[src/rtl/pc_pkg.sv]
// Shared encodings for the piRISC program-counter sequencer: pc_select codes and FSM states.
package pc_pkg;

    typedef enum logic [2:0] {
        PC_SEQ    = 3'b000,
        PC_BRANCH = 3'b001,
        PC_JAL    = 3'b010,
        PC_JALR   = 3'b011,
        PC_RET    = 3'b100
    } pc_sel_e;

    typedef enum logic [1:0] {
        ST_IDLE  = 2'b00,
        ST_FETCH = 2'b01,
        ST_EXEC  = 2'b10
    } pc_state_e;

endpackage

[src/rtl/pc_target_calc.sv]
// Next-PC target mux/adder and alignment flag. RET uses the saved epc only when PC_TRAP_EN is
// defined; otherwise it falls back to sequential flow.
module pc_target_calc
    import pc_pkg::*;
#(
    parameter int unsigned DWIDTH = 32,
    parameter int unsigned INC    = 4
) (
    input  logic [DWIDTH-1:0] pc_i,
    input  logic [2:0]        pc_select_i,
    input  logic              comparator_i,
    input  logic [DWIDTH-1:0] immgen_i,
    input  logic [DWIDTH-1:0] alu_i,
    input  logic [DWIDTH-1:0] epc_i,
    output logic [DWIDTH-1:0] target_o,
    output logic              misalign_o
);

    logic [DWIDTH-1:0] seq_target;
    logic [DWIDTH-1:0] rel_target;

    assign seq_target = pc_i + DWIDTH'(INC);
    assign rel_target = pc_i + immgen_i;

    always_comb begin
        target_o = seq_target;
        case (pc_select_i)
            PC_BRANCH: target_o = comparator_i ? rel_target : seq_target;
            PC_JAL:    target_o = rel_target;
            PC_JALR:   target_o = {alu_i[DWIDTH-1:1], 1'b0};
`ifdef PC_TRAP_EN
            PC_RET:    target_o = epc_i;
`endif
            default:   target_o = seq_target;
        endcase
    end

`ifndef PC_TRAP_EN
    logic unused_epc;
    assign unused_epc = ^epc_i;
`endif

    // Checked after JALR bit0 clearing, so only bit 1 can trip on JALR.
    assign misalign_o = |target_o[1:0];

endmodule

[src/rtl/pc_sequencer.sv]
// Fetch-handshaked PC sequencer (IDLE -> FETCH <-> EXEC). Define PC_TRAP_EN to enable the trap
// input, epc register, RET flow and misalign-to-trap redirect.
module pc_sequencer
    import pc_pkg::*;
#(
    parameter int unsigned       DWIDTH       = 32,
    parameter logic [DWIDTH-1:0] RESET_VECTOR = '0,
    parameter int unsigned       INC          = 4
) (
    input  logic              clk,
    input  logic              reset,
    input  logic              pc_en,
    input  logic [2:0]        pc_select,
    input  logic              comparator,
    input  logic [DWIDTH-1:0] immgen_in,
    input  logic [DWIDTH-1:0] alu_in,
    input  logic              trap,
    input  logic [DWIDTH-1:0] trap_vector,
    input  logic              fetch_ready,
    output logic              fetch_valid,
    output logic [DWIDTH-1:0] pc_value,
    output logic [DWIDTH-1:0] link_value,
    output logic [DWIDTH-1:0] epc_value,
    output logic              misalign
);

    pc_state_e         state_q, state_d;
    logic [DWIDTH-1:0] pc_q, pc_d;
    logic              misalign_q, misalign_d;
    logic [DWIDTH-1:0] epc_cur;
    logic [DWIDTH-1:0] tgt;
    logic              tgt_misalign;

`ifdef PC_TRAP_EN
    logic [DWIDTH-1:0] epc_q, epc_d;
    assign epc_cur = epc_q;
`else
    logic unused_trap;
    assign unused_trap = trap ^ (^trap_vector);
    assign epc_cur     = '0;
`endif

    pc_target_calc #(
        .DWIDTH(DWIDTH),
        .INC   (INC)
    ) u_target_calc (
        .pc_i        (pc_q),
        .pc_select_i (pc_select),
        .comparator_i(comparator),
        .immgen_i    (immgen_in),
        .alu_i       (alu_in),
        .epc_i       (epc_cur),
        .target_o    (tgt),
        .misalign_o  (tgt_misalign)
    );

    always_comb begin
        state_d    = state_q;
        pc_d       = pc_q;
        misalign_d = 1'b0;
`ifdef PC_TRAP_EN
        epc_d      = epc_q;
`endif
        case (state_q)
            ST_IDLE: state_d = ST_FETCH;
            ST_FETCH: begin
`ifdef PC_TRAP_EN
                if (trap) begin
                    epc_d   = pc_q;
                    pc_d    = trap_vector;
                    state_d = ST_FETCH;
                end else
`endif
                if (fetch_ready) begin
                    state_d = ST_EXEC;
                end
            end
            ST_EXEC: begin
`ifdef PC_TRAP_EN
                if (trap) begin
                    epc_d   = pc_q;
                    pc_d    = trap_vector;
                    state_d = ST_FETCH;
                end else
`endif
                if (pc_en) begin
                    if (tgt_misalign) begin
                        misalign_d = 1'b1;
`ifdef PC_TRAP_EN
                        epc_d      = pc_q;
                        pc_d       = trap_vector;
                        state_d    = ST_FETCH;
`endif
                    end else begin
                        pc_d    = tgt;
                        state_d = ST_FETCH;
                    end
                end
            end
            default: state_d = ST_IDLE;
        endcase
    end

    always_ff @(posedge clk) begin
        if (reset) begin
            state_q    <= ST_IDLE;
            pc_q       <= RESET_VECTOR;
            misalign_q <= 1'b0;
        end else begin
            state_q    <= state_d;
            pc_q       <= pc_d;
            misalign_q <= misalign_d;
        end
    end

`ifdef PC_TRAP_EN
    always_ff @(posedge clk) begin
        if (reset) begin
            epc_q <= '0;
        end else begin
            epc_q <= epc_d;
        end
    end
`endif

    assign fetch_valid = (state_q == ST_FETCH);
    assign pc_value    = pc_q;
    assign link_value  = pc_q + DWIDTH'(INC);
    assign epc_value   = epc_cur;
    assign misalign    = misalign_q;

endmodule

[config.mk]
export PLATFORM = sky130hd
export DESIGN_NAME = pc_sequencer
export DESIGN_NICKNAME = d
export VERILOG_FILES = /design/src/rtl/pc_pkg.sv /design/src/rtl/pc_target_calc.sv /design/src/rtl/pc_sequencer.sv
export SDC_FILE = /design/constraint.sdc
export NUM_CORES = 1
export LEC_CHECK = 0
export BUFFER_PORTS_ARGS = -buffer_cell sky130_fd_sc_hd__buf_4
export CORE_MARGIN = 2
export CORE_UTILIZATION = 45
export CTS_CLUSTER_DIAMETER = 60
export DETAILED_ROUTE_END_ITERATION = 10
export GPL_TIMING_DRIVEN = 0
export PLACE_DENSITY = 0.76
export SLEW_MARGIN = 5
export SYNTH_ARGS = -nofsm -noshare
export SYNTH_HDL_FRONTEND = slang
export SYNTH_SLANG_ARGS = --single-unit
[constraint.sdc]
create_clock -name clk -period 2.9 [get_ports clk]
set_clock_uncertainty 0.05 [all_clocks]
set_input_delay 0.29 -clock clk [delete_from_list [all_inputs] [get_ports clk]]
set_output_delay 0.29 -clock clk [all_outputs]
set_load 0.005 [all_outputs]
# Yosys cells after proc, flatten, opt, wreduce, memory -nomap -nowiden
# Index checks and enable logic that the tools add are counted.
[word_totals] mem_bits_rw=0 in_bits=105 regBits=35 latchBits=0 out_inout_bits=98 memories=0 romBits=0
[op_classes] mul=0 shifts=0 n_lt_le_gt_ge=0 mux=7 div_mod_pow=0 n_eq_ne=8 bitwise=3 add_sub_neg=2 n_reduce_logical=5
[ops] operator="32-bit one-hot mux with 3 select lines" n=1
[ops] operator="32-bit by 3-bit adder with 32-bit output (second input constant)" n=1
[ops] operator="32-bit adder" n=1
[ops] operator="32-bit 2-to-1 mux" n=1
[ops] operator="3-bit by 2-bit equality test with 1-bit output (second input constant)" n=2
[ops] operator="2-bit 2-to-1 mux" n=3
[ops] operator="2-bit inequality test (second input constant)" n=3
[ops] operator="2-bit one-hot mux with 3 select lines" n=1
[ops] operator="3-bit AND reduction" n=2
[ops] operator="3-bit by 1-bit equality test with 1-bit output (second input constant)" n=1
[ops] operator="1-bit inverter" n=3
[ops] operator="3-bit OR reduction" n=1
[ops] operator="2-bit by 1-bit equality test with 1-bit output (second input constant)" n=1
[ops] operator="2-bit equality test (second input constant)" n=1
[ops] operator="2-bit zero test" n=1
[ops] operator="2-bit OR reduction" n=1
[ops] operator="1-bit 2-to-1 mux" n=1

# Logic depth before layout (Yosys ltp)
[depth] word_depth=7 mapped_depth=10

# Modules after synthesis
# Synthesis repeated with hierarchy kept, for this count alone.
[unflattened] cells_unflattened=682 area_unflattened_um2=4752.1
[by_module_without_submodules] mod="pc_target_calc" cells_each=412 seq_area_each_um2=0.0 instances=1 area_per_inst_um2=2715.1
[by_module_without_submodules] mod="pc_sequencer" cells_each=270 seq_area_each_um2=700.7 instances=1 area_per_inst_um2=2037.0

# Least setup slack after synthesis
# Ideal clock, no wire load.
[synth_path] kind="register to register" startpoint="register pc_q[8], in the netlist pc_value[8]" endpoint="register pc_q[25], in the netlist pc_value[25]" period_less_slack_ns=2.571 path_buffers=0 setup_ns=0.079 path_stages_with_launch=10 slack_ns=0.329 arrival_ns=2.442 required_ns=2.771 path_cell_list="dfxtp_1 > ha_1 > a21oi_2 > o21ai_0 > a21o_1 > or2_4 > a311oi_4 > nor3_2 > or4_1 > o211ai_1"
[synth_between] elab_chain_cells=3 elab_cells_between_ends=4 classes_between="2 x add/sub; 2 x mux"
[synth_rtl] item="from (decl)" line="pc_sequencer.sv:28" rtl="logic [DWIDTH-1:0] pc_q, pc_d;"
[synth_rtl] item="from (signal assigned)" line="pc_sequencer.sv:111" rtl="pc_q <= pc_d;"
[synth_rtl] item="32-bit by 3-bit adder with 32-bit output / 32-bit adder (equally long branches)" line="pc_target_calc.sv:22, pc_target_calc.sv:23"
[synth_rtl] item="32-bit 2-to-1 mux" line="pc_target_calc.sv:28" rtl="PC_BRANCH: target_o = comparator_i ? rel_target : seq_target;"
[synth_rtl] item="32-bit one-hot mux with 3 select lines (*)" line="pc_target_calc.sv:27" rtl="case (pc_select_i)"
# Every way passes the cells marked *; elsewhere a longest branch is shown, timed or not.
# A chain may end at the register's enable or synchronous reset.

# Worst setup path after layout
# Same ends and word-level chain as after synthesis.

==> impl_metrics.tcl <==
set metrics [dict create \
    status "complete, no violations" \
    syn2layout_area_growth_pct 36.42 \
    end_kind "flip-flop" \
    crit_type "reg -> reg" \
    worst-r2r-setup-slack_ps 90 \
    syn_inst 574 \
    die_x_um 101.6 \
    worstPathArrival_ps 2980 \
    irDropWorstVdd_mv 0.1384 \
    worst_slew_pin_slew_ps 912.2 \
    period_share 0.9693 \
    fin_hold_ws_ps 229.1 \
    place.gp.congestion 0.9657 \
    grt_pass1_vias 4734 \
    dp_hpwl_mm 12.69 \
    ys_seq_area_frac 0.1636 \
    fillers 863 \
    crit_path_cell_trace "ha_1, a21oi_2, o21ai_0, a21o_1, or2_4, a311oi_4, nor3_2, or4_1, o211ai_1" \
    clkLatencyLatePin_ps 290 \
    ys_async_sr_fraction 0 \
    worstPathMaxFanout 8 \
    ant_nets 0 \
    grt_overflow 0 \
    clk_pin_slew_ps 80 \
    port_buffers 136 \
    hold_viol_final 0 \
    power.total_uw 1396 \
    synthFlopType "dfxtp_1" \
    cts-root-buf "clkbuf_8" \
    synth_edf_count 0 \
    vias 5149 \
    pwr_density_cell_nw_per_um2 238.9 \
    hold_path_depth 3 \
    drt_iter0_markers 399 \
    antennaDiodeCount 0 \
    pin_count 203 \
    cts_buffer_depth 2 \
    nNetsFinal 897 \
    wirelength_mm 16.81 \
    cts_buffers 5 \
    post_drt_wl_per_cell_um 18.93 \
    grt_max_degree 11 \
    die_area_um2 10320 \
    core_area_um2 9240 \
    synth-seq-cells 35 \
    r2r-end "pc_value[25]$_SDFFE_PP0P_" \
    grt_pass1_wl_mm 24.54 \
    total_leakage_power_uw 0.002766 \
    initial_core_util 0.4636 \
    worstPathRequired_ps 3070 \
    start_kind "flip-flop" \
    drt_drc_violations_left 0 \
    syn_avg_cell_area_um2 7.464 \
    synth_warnings 0 \
    cp_slowest_cell "or4_1" \
    synthesis.area_um2 4284 \
    crit_start "pc_value[8]$_SDFFE_PP0P_" \
    antenna_found_initial 0 \
    rsz0062_at_grt "yes" \
    synth_cell_types 71 \
    cts_max_level 2 \
    maxCapViolCount 0 \
    finalMaxSlewViolations 0 \
    dieHeight_um 101.6 \
    cts.sinks 35 \
    r2r_start "pc_value[8]$_SDFFE_PP0P_" \
    grt_usage 0.3072 \
    first_pass_iters 5 \
    period_needed_ps 2811 \
    holdBufCountCts 0 \
    setup_viol 0 \
    hp-class "in -> reg" \
    drt-vias-per-instance 5.798 \
    relSlewSlack 0.3918 \
    fin_tns_setup_ps 0 \
    hold_path_startpoint "fetch_ready" \
    drive_gt1_frac 0.3096 \
    min_to "state_q[1]$_SDFFE_PP0P_" \
    max_freq_mhz 355.8 \
    tritoncts "done" \
    num_rows 35 \
    r2r_cells 9 \
    slowest_delay_ps 520 \
]
[sequential cells by signal, indices dropped and copies added (netlist names)]
register  cells
misalign      1
state_q       2
pc_value     32
[cells in the mapped netlist, types with 3 or more instances]
cell type / instances / area (µm²)
o31ai_1: 4 / 30.03
buf_2: 6 / 30.03
nor3_1: 20 / 100.1
ha_1: 32 / 400.4
inv_1: 18 / 67.56
buf_4: 34 / 255.2
a31oi_1: 9 / 56.30
nand3_1: 18 / 90.09
o21a_1: 8 / 60.06
nand2_1: 38 / 142.6
o21ai_0: 46 / 230.2
a21oi_2: 3 / 26.28
nor2b_1: 5 / 31.28
nand4_1: 10 / 62.56
xor2_1: 13 / 113.9
and4_1: 5 / 43.79
o21bai_1: 6 / 45.04
a21oi_1: 42 / 210.2
a221oi_1: 13 / 113.9
o22ai_1: 3 / 18.77
and3_1: 9 / 56.30
xnor2_1: 33 / 289.0
a21o_1: 17 / 127.6
nor2_1: 43 / 161.4
or3_1: 5 / 31.28
and2_1: 6 / 37.54
a311oi_1: 3 / 26.28
clkbuf_1: 17 / 63.81
a211oi_1: 9 / 67.56
a211o_1: 3 / 26.28
a22oi_1: 4 / 30.03
dfxtp_1: 35 / 700.7
or2_2: 4 / 25.02
a222oi_1: 7 / 70.07
[per-layer routing]
metal | wire length [µm] | track usage
met3 | 1283 | 0.02899
met1 | 7171 | 0.4255
met5 | 0 | 0
met2 | 7935 | 0.5000
met4 | 418 | 0.1019
[cells in the final DEF (no fill, tap or decap), types with 10 or more instances in the layout]
| cell type | Yosys | routed |
|---|---|---|
| buf_4 | 34 | 181 |
| o21ai_0 | 46 | 44 |
| nor2_1 | 43 | 43 |
| a21oi_1 | 42 | 39 |
| nand2_1 | 38 | 38 |
| xnor2_1 | 33 | 33 |
| conb_1 | 1 | 32 |
| ha_1 | 32 | 31 |
| dfxtp_1 | 35 | 30 |
| nor3_1 | 20 | 19 |
| inv_1 | 18 | 18 |
| nand3_1 | 18 | 18 |
| a21o_1 | 17 | 17 |
| clkbuf_1 | 17 | 14 |
| xor2_1 | 13 | 13 |
| a221oi_1 | 13 | 13 |
| nand4_1 | 10 | 10 |
[cells by family after synthesis]
| family | Yosys count | synth area share |
|---|---|---|
| compound gates | 203 | 0.3274 |
| simple gates | 179 | 0.2141 |
| buf+inv | 75 | 0.09725 |
| xor+xnor | 46 | 0.09404 |
| flops | 35 | 0.1636 |
| fa+ha+maj | 33 | 0.09813 |
| mux | 2 | 0.004673 |
| other cells | 1 | 0.0008753 |
[cell type report]
| type | count | area, µm² | share of cell area |
|---|---|---|---|
| plain buffers | 56 | 347.8 | 0.05952 |
| clock buffers | 6 | 82.58 | 0.01413 |
| clock inverters | 1 | 5.005 | 0.0008563 |
| inverters | 18 | 67.56 | 0.01156 |
| multi-input cells | 496 | 3369 | 0.5765 |
| flip-flops and latches | 35 | 706.9 | 0.1210 |
| well taps | 129 | 161.4 | 0.02762 |
| repair buffers | 147 | 1104 | 0.1888 |
[critical path: cells and delay by family, from the launching register on]
family                     cells  cell delay [ps]
AOI/OAI and AO/OA              5             1030
and+or+nand+nor                3              880
DFF                            1              430
adders and majority gates      1              350
[power breakdown]
part           switching [µW]  internal [µW]
clock network             202            187
registers                22.0            494
logic                     260            231
[worst max path at each step]
stage	end	slack (ps)	depth (start not counted)
finish	pc_value[25]$_SDFFE_PP0P_	90	9
global route	pc_value[25]$_SDFFE_PP0P_	-9	9
CTS	link_value[28]	7	6
detailed placement	pc_value[30]$_SDFFE_PP0P_	-180	11
global placement	pc_value[30]$_SDFFE_PP0P_	-180	11
floorplan	pc_value[25]$_SDFFE_PP0P_	330	9
[metrics by stage]
step | util | cell area [µm²] | setup slack (ps) | std cells
after floorplan | - | 4400 | 329.3 | 605
after global placement | 0.6042 | 5583 | -183.8 | 870
after detailed placement | 0.6042 | 5583 | -181.4 | 870
after CTS | 0.6154 | 5687 | 6.603 | 877
after global routing | 0.6325 | 5844 | -8.811 | 888
final | 0.6325 | 5844 | 89.10 | 888
[timing repair]
item	in CTS	in global routing
endpoints found under the setup margin	16	29
gates cloned	0	1
setup buffers	0	11
gates resized for setup	4	24
pin swaps	1	6
Power figures use the tool's default switching activity.
